$ cat config.mk
export PLATFORM = sky130hd
export DESIGN_NAME = wb_uart_arb
export DESIGN_NICKNAME = d
export VERILOG_FILES = /design/src/rtl/wb_arb_pkg.sv /design/src/rtl/wb_arb_timer.sv /design/src/rtl/wb_uart_arb.sv
export SDC_FILE = /design/constraint.sdc
export NUM_CORES = 1
export LEC_CHECK = 0
export CAP_MARGIN = 10
export CORE_AREA = 4 4 122 124
export CTS_CLUSTER_SIZE = 14
export DETAILED_ROUTE_END_ITERATION = 16
export DIE_AREA = 0 0 126 128
export PLACE_DENSITY = 0.59
export SLEW_MARGIN = 10
export SYNTH_ARGS = -nofsm -noshare
export SYNTH_HDL_FRONTEND = slang
export SYNTH_SLANG_ARGS = --single-unit
$ cat constraint.sdc
create_clock -name wb_clk_i -period 2.25 [get_ports wb_clk_i]
set_input_delay 0.45 -clock wb_clk_i [delete_from_list [all_inputs] [get_ports wb_clk_i]]
set_output_delay 0.45 -clock wb_clk_i [all_outputs]
set_load 0.02 [all_outputs]
$ cat src/rtl/wb_arb_pkg.sv
// wb_arb_pkg: shared state encoding, timeout read-data default and counter sizing for the UART arbiter
package wb_arb_pkg;

    typedef enum logic [1:0] {
        IDLE = 2'd0,
        OWN0 = 2'd1,
        OWN1 = 2'd2
    } arb_state_e;

    localparam logic [31:0] TO_DATA_DEF = 32'hDEAD_BEEF;

    function automatic int cnt_width(input int n);
        return (n > 1) ? $clog2(n) : 1;
    endfunction

endpackage

$ cat src/rtl/wb_arb_timer.sv
// wb_arb_timer: per-grant ack timeout counter; expire is high once TIMEOUT_CYCLES-1 ack-less owner cycles have elapsed
module wb_arb_timer
    import wb_arb_pkg::*;
#(
    parameter int TIMEOUT_CYCLES = 256
) (
    input  logic clk,
    input  logic rst_n,
    input  logic clr,
    input  logic en,
    output logic expire
);

    localparam int CW = cnt_width(TIMEOUT_CYCLES);

    logic [CW-1:0] cnt_q, cnt_d;

    // clear while idle, count each owner cycle that has no ack
    always_comb cnt_d = clr ? '0 : en ? cnt_q + 1'b1 : cnt_q;

    // counter register
    always_ff @(posedge clk or negedge rst_n)
        if (!rst_n) cnt_q <= '0;
        else        cnt_q <= cnt_d;

    assign expire = cnt_q == CW'(TIMEOUT_CYCLES - 1);

endmodule

$ cat src/rtl/wb_uart_arb.sv
// wb_uart_arb: two-master round-robin Wishbone arbiter in front of the UART slave.
// Optional ack timeout abort enabled by defining WB_ARB_TIMEOUT_EN.
module wb_uart_arb
    import wb_arb_pkg::*;
#(
    parameter int          TIMEOUT_CYCLES = 256,
    parameter logic [31:0] TO_DATA        = TO_DATA_DEF
) (
    input  logic        wb_clk_i,
    input  logic        wb_rst_ni,
    input  logic        m0_cyc_i,
    input  logic        m0_stb_i,
    input  logic        m0_we_i,
    input  logic [3:0]  m0_sel_i,
    input  logic [31:0] m0_adr_i,
    input  logic [31:0] m0_dat_i,
    output logic        m0_ack_o,
    output logic [31:0] m0_dat_o,
    input  logic        m1_cyc_i,
    input  logic        m1_stb_i,
    input  logic        m1_we_i,
    input  logic [3:0]  m1_sel_i,
    input  logic [31:0] m1_adr_i,
    input  logic [31:0] m1_dat_i,
    output logic        m1_ack_o,
    output logic [31:0] m1_dat_o,
    output logic        s_cyc_o,
    output logic        s_stb_o,
    output logic        s_we_o,
    output logic [3:0]  s_sel_o,
    output logic [31:0] s_adr_o,
    output logic [31:0] s_dat_o,
    input  logic        s_ack_i,
    input  logic [31:0] s_dat_i,
    output logic [1:0]  grant_o,
    output logic        timeout_o
);

    arb_state_e  state_q, state_d;
    logic        last_q, last_d;
    logic        busy, own1, req0, req1, cyc, to_fire;
    logic [31:0] rdat;

    assign req0 = m0_cyc_i & m0_stb_i;
    assign req1 = m1_cyc_i & m1_stb_i;
    assign busy = state_q != IDLE;
    assign own1 = state_q == OWN1;
    assign cyc  = own1 ? m1_cyc_i : m0_cyc_i;

    // state encoding is already one-hot per owner, so it doubles as the grant vector
    assign grant_o = state_q;

`ifdef WB_ARB_TIMEOUT_EN
    logic expire;

    wb_arb_timer #(.TIMEOUT_CYCLES(TIMEOUT_CYCLES)) u_timer (
        .clk    (wb_clk_i),
        .rst_n  (wb_rst_ni),
        .clr    (!busy),
        .en     (busy && !s_ack_i),
        .expire (expire)
    );

    // a real ack in the expiry cycle wins; an aborting master gets no forced ack
    assign to_fire = busy && cyc && expire && !s_ack_i;
`else
    assign to_fire = 1'b0 && (TIMEOUT_CYCLES > 0);
`endif

    // state and round-robin history registers
    always_ff @(posedge wb_clk_i or negedge wb_rst_ni)
        if (!wb_rst_ni) begin
            state_q <= IDLE;
            last_q  <= 1'b1;
        end else begin
            state_q <= state_d;
            last_q  <= last_d;
        end

    // arbitrate in IDLE only; release on ack, timeout or master abort
    always_comb begin
        state_d = state_q;
        last_d  = last_q;
        if (state_q == IDLE) begin
            if (req0 && (!req1 || last_q)) state_d = OWN0;
            else if (req1)                 state_d = OWN1;
        end else if (s_ack_i || to_fire || !cyc) begin
            state_d = IDLE;
            last_d  = own1;
        end
    end

    // slave-side mux from the owner and ack/data routing back to it
    always_comb begin
        rdat      = to_fire ? TO_DATA : s_dat_i;
        s_cyc_o   = busy & cyc & ~to_fire;
        s_stb_o   = busy & (own1 ? m1_stb_i : m0_stb_i) & ~to_fire;
        s_we_o    = busy & (own1 ? m1_we_i : m0_we_i);
        s_sel_o   = busy ? (own1 ? m1_sel_i : m0_sel_i) : '0;
        s_adr_o   = busy ? (own1 ? m1_adr_i : m0_adr_i) : '0;
        s_dat_o   = busy ? (own1 ? m1_dat_i : m0_dat_i) : '0;
        m0_ack_o  = busy & ~own1 & (s_ack_i | to_fire);
        m1_ack_o  = own1 & (s_ack_i | to_fire);
        m0_dat_o  = (busy && !own1) ? rdat : '0;
        m1_dat_o  = own1 ? rdat : '0;
        timeout_o = to_fire;
    end

endmodule

==> impl_metrics.toml, run 1 <==
[setup_path]
crit_fanout = 45
start_kind = "register"
cp_data_required_time_ns = 1.80
cp_slowest_stage_delay_ns = 0.50
critPathArrivalTime_ns = 1.69
critPathKind = "reg -> out"
cp-end-kind = "output pin"
crit_chain = "nor2b_4 > buf_12 > a22o_2 > dlygate4sd2_1"
slowest_stage = "dfrtp_4"

[finish]
stdcell_count = 660
utilization_pct = 33.9
layout.nets = 658
stdcell_area_um2 = 4670
area_growth_pct = 209
layout-drive-gt1-share_pct = 13.3
fillCellCount = 1461
antenna_cells = 0

[floorplan]
core_um2 = 13800
dieArea_um2 = 16100
die_h_um = 128
rows = 43
initial_core_util_pct = 11.0
io_pins = 317
fp.dieW_um = 126

[timing]
finalHoldViolations = 0
grt_setup_unrepaired = "no"
period_share_pct = 95.1
post-route-worst-setup-slack_ns = 0.111
slew_viol_final = 0
period_needed_ns = 2.14
hold_ws_ns = 0.416
fin_setup_tns_ns = 0
max_freq_ghz = 0.467
setup_viol = 0
clock_skew_ns = 0.00283

[clock_tree]
cts_htree_levels = 1
post_cts_buffers = 0
cts_tree = "done"
cts_buffer_depth = 2
root_buffer = "clkbuf_16"
holdBufCountCts = 0
cts_buffers = 3
cts.sinks = 3
clock_latency_ns = 0.23
cts_resized = 137
path_clk_slew_ns = 0.03

[synth]
seq_area_frac_synth_pct = 5.05
synthArstFlopShare_pct = 100
ys_warn_count = 0
avgSynthCellArea_um2 = 8.40
synthCells = 180
synth.distinct_cells = 26
syn_nets = 357
ys.flop_type = "dfrtp_1"
synth-edff-count = 0
synth_seq_cells = 3
mappedNetlistArea_um2 = 1510

[route]
vias = 2619
vias_per_cell = 3.97
routedWlPerCell_um = 16.0
drt_iter0_drc = 82
firstDrtPassIters = 4
drc = 0
routed_wl_um = 10500
ant_nets = 0

[place]
gp_congestion = 0.835
numPortBuffers = 315
place_area_um2 = 4750
placed_cells = 656
dpl_worst_slack_ns = 0.0385
dp_hpwl_um = 8810

[flow_run]
drv_cap = 0

[grt]
grt_pass1_wl_um = 15400
grt-ovfl-total = 0
antenna_found_initial = 0
grt_max_degree = 111
grt_usage_pct = 11.5
grt_pass1_vias = 2827

[min_path]
hold_path_class = "in -> async"

[pwr]
p_leak_nw = 2.35
power_mw = 1.93
ir_drop_uv = 367
power_density_nw_per_um2 = 414

[run_status]
status = "finished clean"
-- per-layer routing --
| metal | vias to the layer above | GRT usage, % | part of all wire, % |
|---|---|---|---|
| met5 | - | 0 | 0 |
| met4 | 0 | 1.58 | 0.94 |
| met3 | 10 | 2.75 | 8.3 |
| met2 | 146 | 22.1 | 54 |
| met1 | 1191 | 13.2 | 37 |
| li1 | 1272 | - | - |
-- synth_stat cells (2+ instances only) --
master,n,share of area (%)
a22o_1,20,12
clkbuf_2,2,0.66
nor2b_1,2,0.83
buf_2,8,2.6
and2_1,66,27
nand2_1,2,0.50
buf_8,7,7.0
dfrtp_1,2,3.3
clkbuf_1,3,0.74
a22o_2,51,34
buf_6,2,1.5
-- worst paths after layout --
path,start,to,slack [ns],cells after the start
setup reg to reg,grant_o[0]$_DFFE_PN0P_,grant_o[1]$_DFFE_PN0P_,0.79,3
hold reg to reg,last_q$_DFFE_PN1P_,last_q$_DFFE_PN1P_,0.53,2
min in group wb_clk_i,last_q$_DFFE_PN1P_,last_q$_DFFE_PN1P_,0.53,2
setup / recovery,grant_o[0]$_DFFE_PN0P_,s_adr_o[8],0.11,4
max in group asynchronous,wb_rst_ni,last_q$_DFFE_PN1P_,1.61,1
hold / removal,wb_rst_ni,grant_o[0]$_DFFE_PN0P_,0.42,1
-- state kept, by name, indices dropped and copies added (netlist names) --
register,count
grant_o,2
last_q,1
-- cell type report --
class / instances / area, um2 / area share, %
clock buffer: 4 / 78.8 / 1.69
timing repair buffer: 320 / 3060 / 65.6
sequential: 3 / 80.1 / 1.72
multi-input combinational: 153 / 1220 / 26.1
tap: 180 / 225 / 4.83
-- cells in the final DEF, fill, tap and decap left out, types with 2 or more instances in the layout --
master	Yosys	routed
nor2b_1	2	2
dlygate4sd2_1	0	136
buf_12	1	2
buf_4	1	3
clkbuf_16	0	3
a22o_2	51	51
a22o_1	20	20
and2_1	66	66
clkdlybuf4s50_1	0	178
nand2_1	2	2
-- where the power goes --
group	switching [mW]	total (mW)	internal, mW
clock	0.0520	0.286	0.234
combinational	0.763	1.55	0.786
sequential	0.0177	0.0951	0.0774
total	0.833	1.93	1.10
-- worst max-delay path: cells and delay by family, from the launching register on --
kind / cells / cell delay, ns
compound gates: 1 / 0.18
simple gates: 1 / 0.18
flops: 1 / 0.50
buf+inv: 2 / 0.58
-- kinds of logic (layout without fill, tap and decap cells) --
family / Yosys count / after routing / synth area share [%]
and+or+nand+nor: 77 / 77 / 32.2
AOI/OAI and AO/OA: 74 / 74 / 47.2
DFF: 3 / 3 / 5.05
muxes: 1 / 1 / 0.993
other: 1 / 1 / 0.248
buffers and inverters: 24 / 324 / 14.3
No activity file was read; power rests on OpenSTA's default activity.
==> run 2: changes to the inputs <==
Settings changed: CTS_CLUSTER_DIAMETER from default to 40, PLACE_DENSITY 0.59 to 0.56, SLEW_MARGIN 10 to default.
==> impl_metrics.toml, run 2 (same netlist as run 1, synthesis figures left out) <==
[grt]
grt_pass1_vias = 2817
grt_pass1_wl_um = 14900
grt_usage_pct = 11.2
antenna_found_initial = 0
grt_max_degree = 56
grt-ovfl-total = 0

[setup_path]
rrSetupSlack_ns = 0.79
critPathArrivalTime_ns = 1.75
cp_data_required_time_ns = 1.80
cp-end-kind = "output pin"
cp_slowest_stage_delay_ns = 0.55
endpoint = "m0_dat_o[30]"
r2r_cells = 4
critPathMostFrequentCell = "buf_4"
r2r-end = "grant_o[1]$_DFFE_PN0P_"
start_kind = "register"
slowest_stage = "clkdlybuf4s50_1"
crit_chain = "buf_4 > buf_4 > and2_1 > clkdlybuf4s50_1"
crit_fanout = 11
critPathLaunch = "grant_o[0]$_DFFE_PN0P_"
critPathKind = "reg -> out"
regToRegStartpoint = "grant_o[0]$_DFFE_PN0P_"

[timing]
clock_skew_ns = 0.00128
max_freq_ghz = 0.455
fin_setup_tns_ns = 0
setup_viol = 0
grt_setup_unrepaired = "no"
period_share_pct = 97.7
finalHoldViolations = 0
slew_viol_final = 0
period_needed_ns = 2.20
hold_ws_ns = 0.420

[floorplan]
rows = 43
die_h_um = 128
io_pins = 317
dieArea_um2 = 16100
core_um2 = 13800
fp.dieW_um = 126
initial_core_util_pct = 11.0

[route]
drc = 0
routedWlPerCell_um = 15.8
routed_wl_um = 10500
vias_per_cell = 4.00
ant_nets = 0
drt_iter0_drc = 99
vias = 2675
firstDrtPassIters = 4

[flow_run]
drv_cap = 0

[run_status]
status = "finished clean"

[clock_tree]
cts_htree_levels = 1
cts_buffer_depth = 2
holdBufCountCts = 0
path_clk_slew_ns = 0.03
cts.sinks = 3
clock_latency_ns = 0.22
root_buffer = "clkbuf_16"
cts_tree = "done"
cts_buffers = 3

[pwr]
ir_drop_uv = 310
p_int_mw = 1.14
p_sw_uw = 831
p_clk_share_pct = 14.3
share_seq_of_total_power_pct = 4.7
p_leak_nw = 2.69
power_density_nw_per_um2 = 408
power.share.switching_pct = 42.1
comb_power_share_pct = 81.0

[finish]
antenna_cells = 0
layout.nets = 666
stdcell_area_um2 = 4830
final_cell_mix = "183 x clkdlybuf4s50_1, 106 x dlygate4sd2_1, 66 x and2_1"
area_growth_pct = 220
fillCellCount = 1434
largest_reg_flops = 2
layout_commonest_cell = "clkdlybuf4s50_1"
layout-drive-gt1-share_pct = 14.8

[min_path]
hold_path_class = "in -> async"

[place]
gp_congestion = 0.850
dp_hpwl_um = 8910
place_area_um2 = 4820
numPortBuffers = 315
run 2: how the worst min path moves through the flow:
| stage | slack [ns] | start | cells past startpoint | end |
|---|---|---|---|---|
| global route | 0.43 | wb_rst_ni | 1 | grant_o[0]$_DFFE_PN0P_ |
| detailed placement | 0.51 | last_q$_DFFE_PN1P_ | 2 | last_q$_DFFE_PN1P_ |
| global placement | 0.50 | last_q$_DFFE_PN1P_ | 2 | last_q$_DFFE_PN1P_ |
| CTS | 0.42 | wb_rst_ni | 1 | grant_o[0]$_DFFE_PN0P_ |
| finish | 0.42 | wb_rst_ni | 1 | grant_o[0]$_DFFE_PN0P_ |
| floorplan | 0.15 | wb_rst_ni | 0 | grant_o[0]$_DFFE_PN0P_ |
run 2: stage by stage:
step                      total power [mW]  setup slack (ns)  util [%]  instances
after floorplan                      0.964             0.555         -        180
after global placement                1.88           -0.0478      35.0        664
after detailed placement              1.89           -0.0524      35.0        664
after CTS                             2.01          0.000611      34.6        668
after global routing                  2.09           0.00669      35.1        668
final                                 1.97            0.0517      35.1        668
run 2: power groups by stage:
stage,Combinational (mW),Clock [mW],Sequential [mW]
finish,1.60,0.282,0.0935
global route,1.70,0.293,0.0959
CTS,1.63,0.286,0.0940
detailed placement,1.79,0,0.0944
global placement,1.79,0,0.0936
floorplan,0.866,0,0.0971
run 2: metal layers:
| metal | track usage, % | vias up | part of all wire, % |
|---|---|---|---|
| li1 | - | 1289 | - |
| met1 | 12.0 | 1207 | 35 |
| met2 | 21.4 | 159 | 53 |
| met3 | 3.62 | 20 | 9.3 |
| met4 | 2.65 | 0 | 2.1 |
| met5 | 0 | - | 0 |
run 2: what timing repair did:
action / CTS / global route
endpoints found under the hold margin: 0 / 0
gates resized for setup: 107 / 25
gates cloned: 0 / 0
setup buffers: 0 / 0
setup endpoints to repair: 106 / 25
run 2: layout make-up:
cell class	count	area [um2]	area share, %
Timing Repair Buffer	328	3230	66.8
Multi-Input combinational cell	153	1220	25.2
Tap cell	180	225	4.66
Sequential cell	3	80.1	1.66
Clock buffer	4	78.8	1.63
run 2: worst max-delay path: cells and delay by family, from the launching register on:
| kind | cells | cell delay [ns] |
|---|---|---|
| buf+inv | 3 | 0.89 |
| flops | 1 | 0.49 |
| simple gates | 1 | 0.14 |
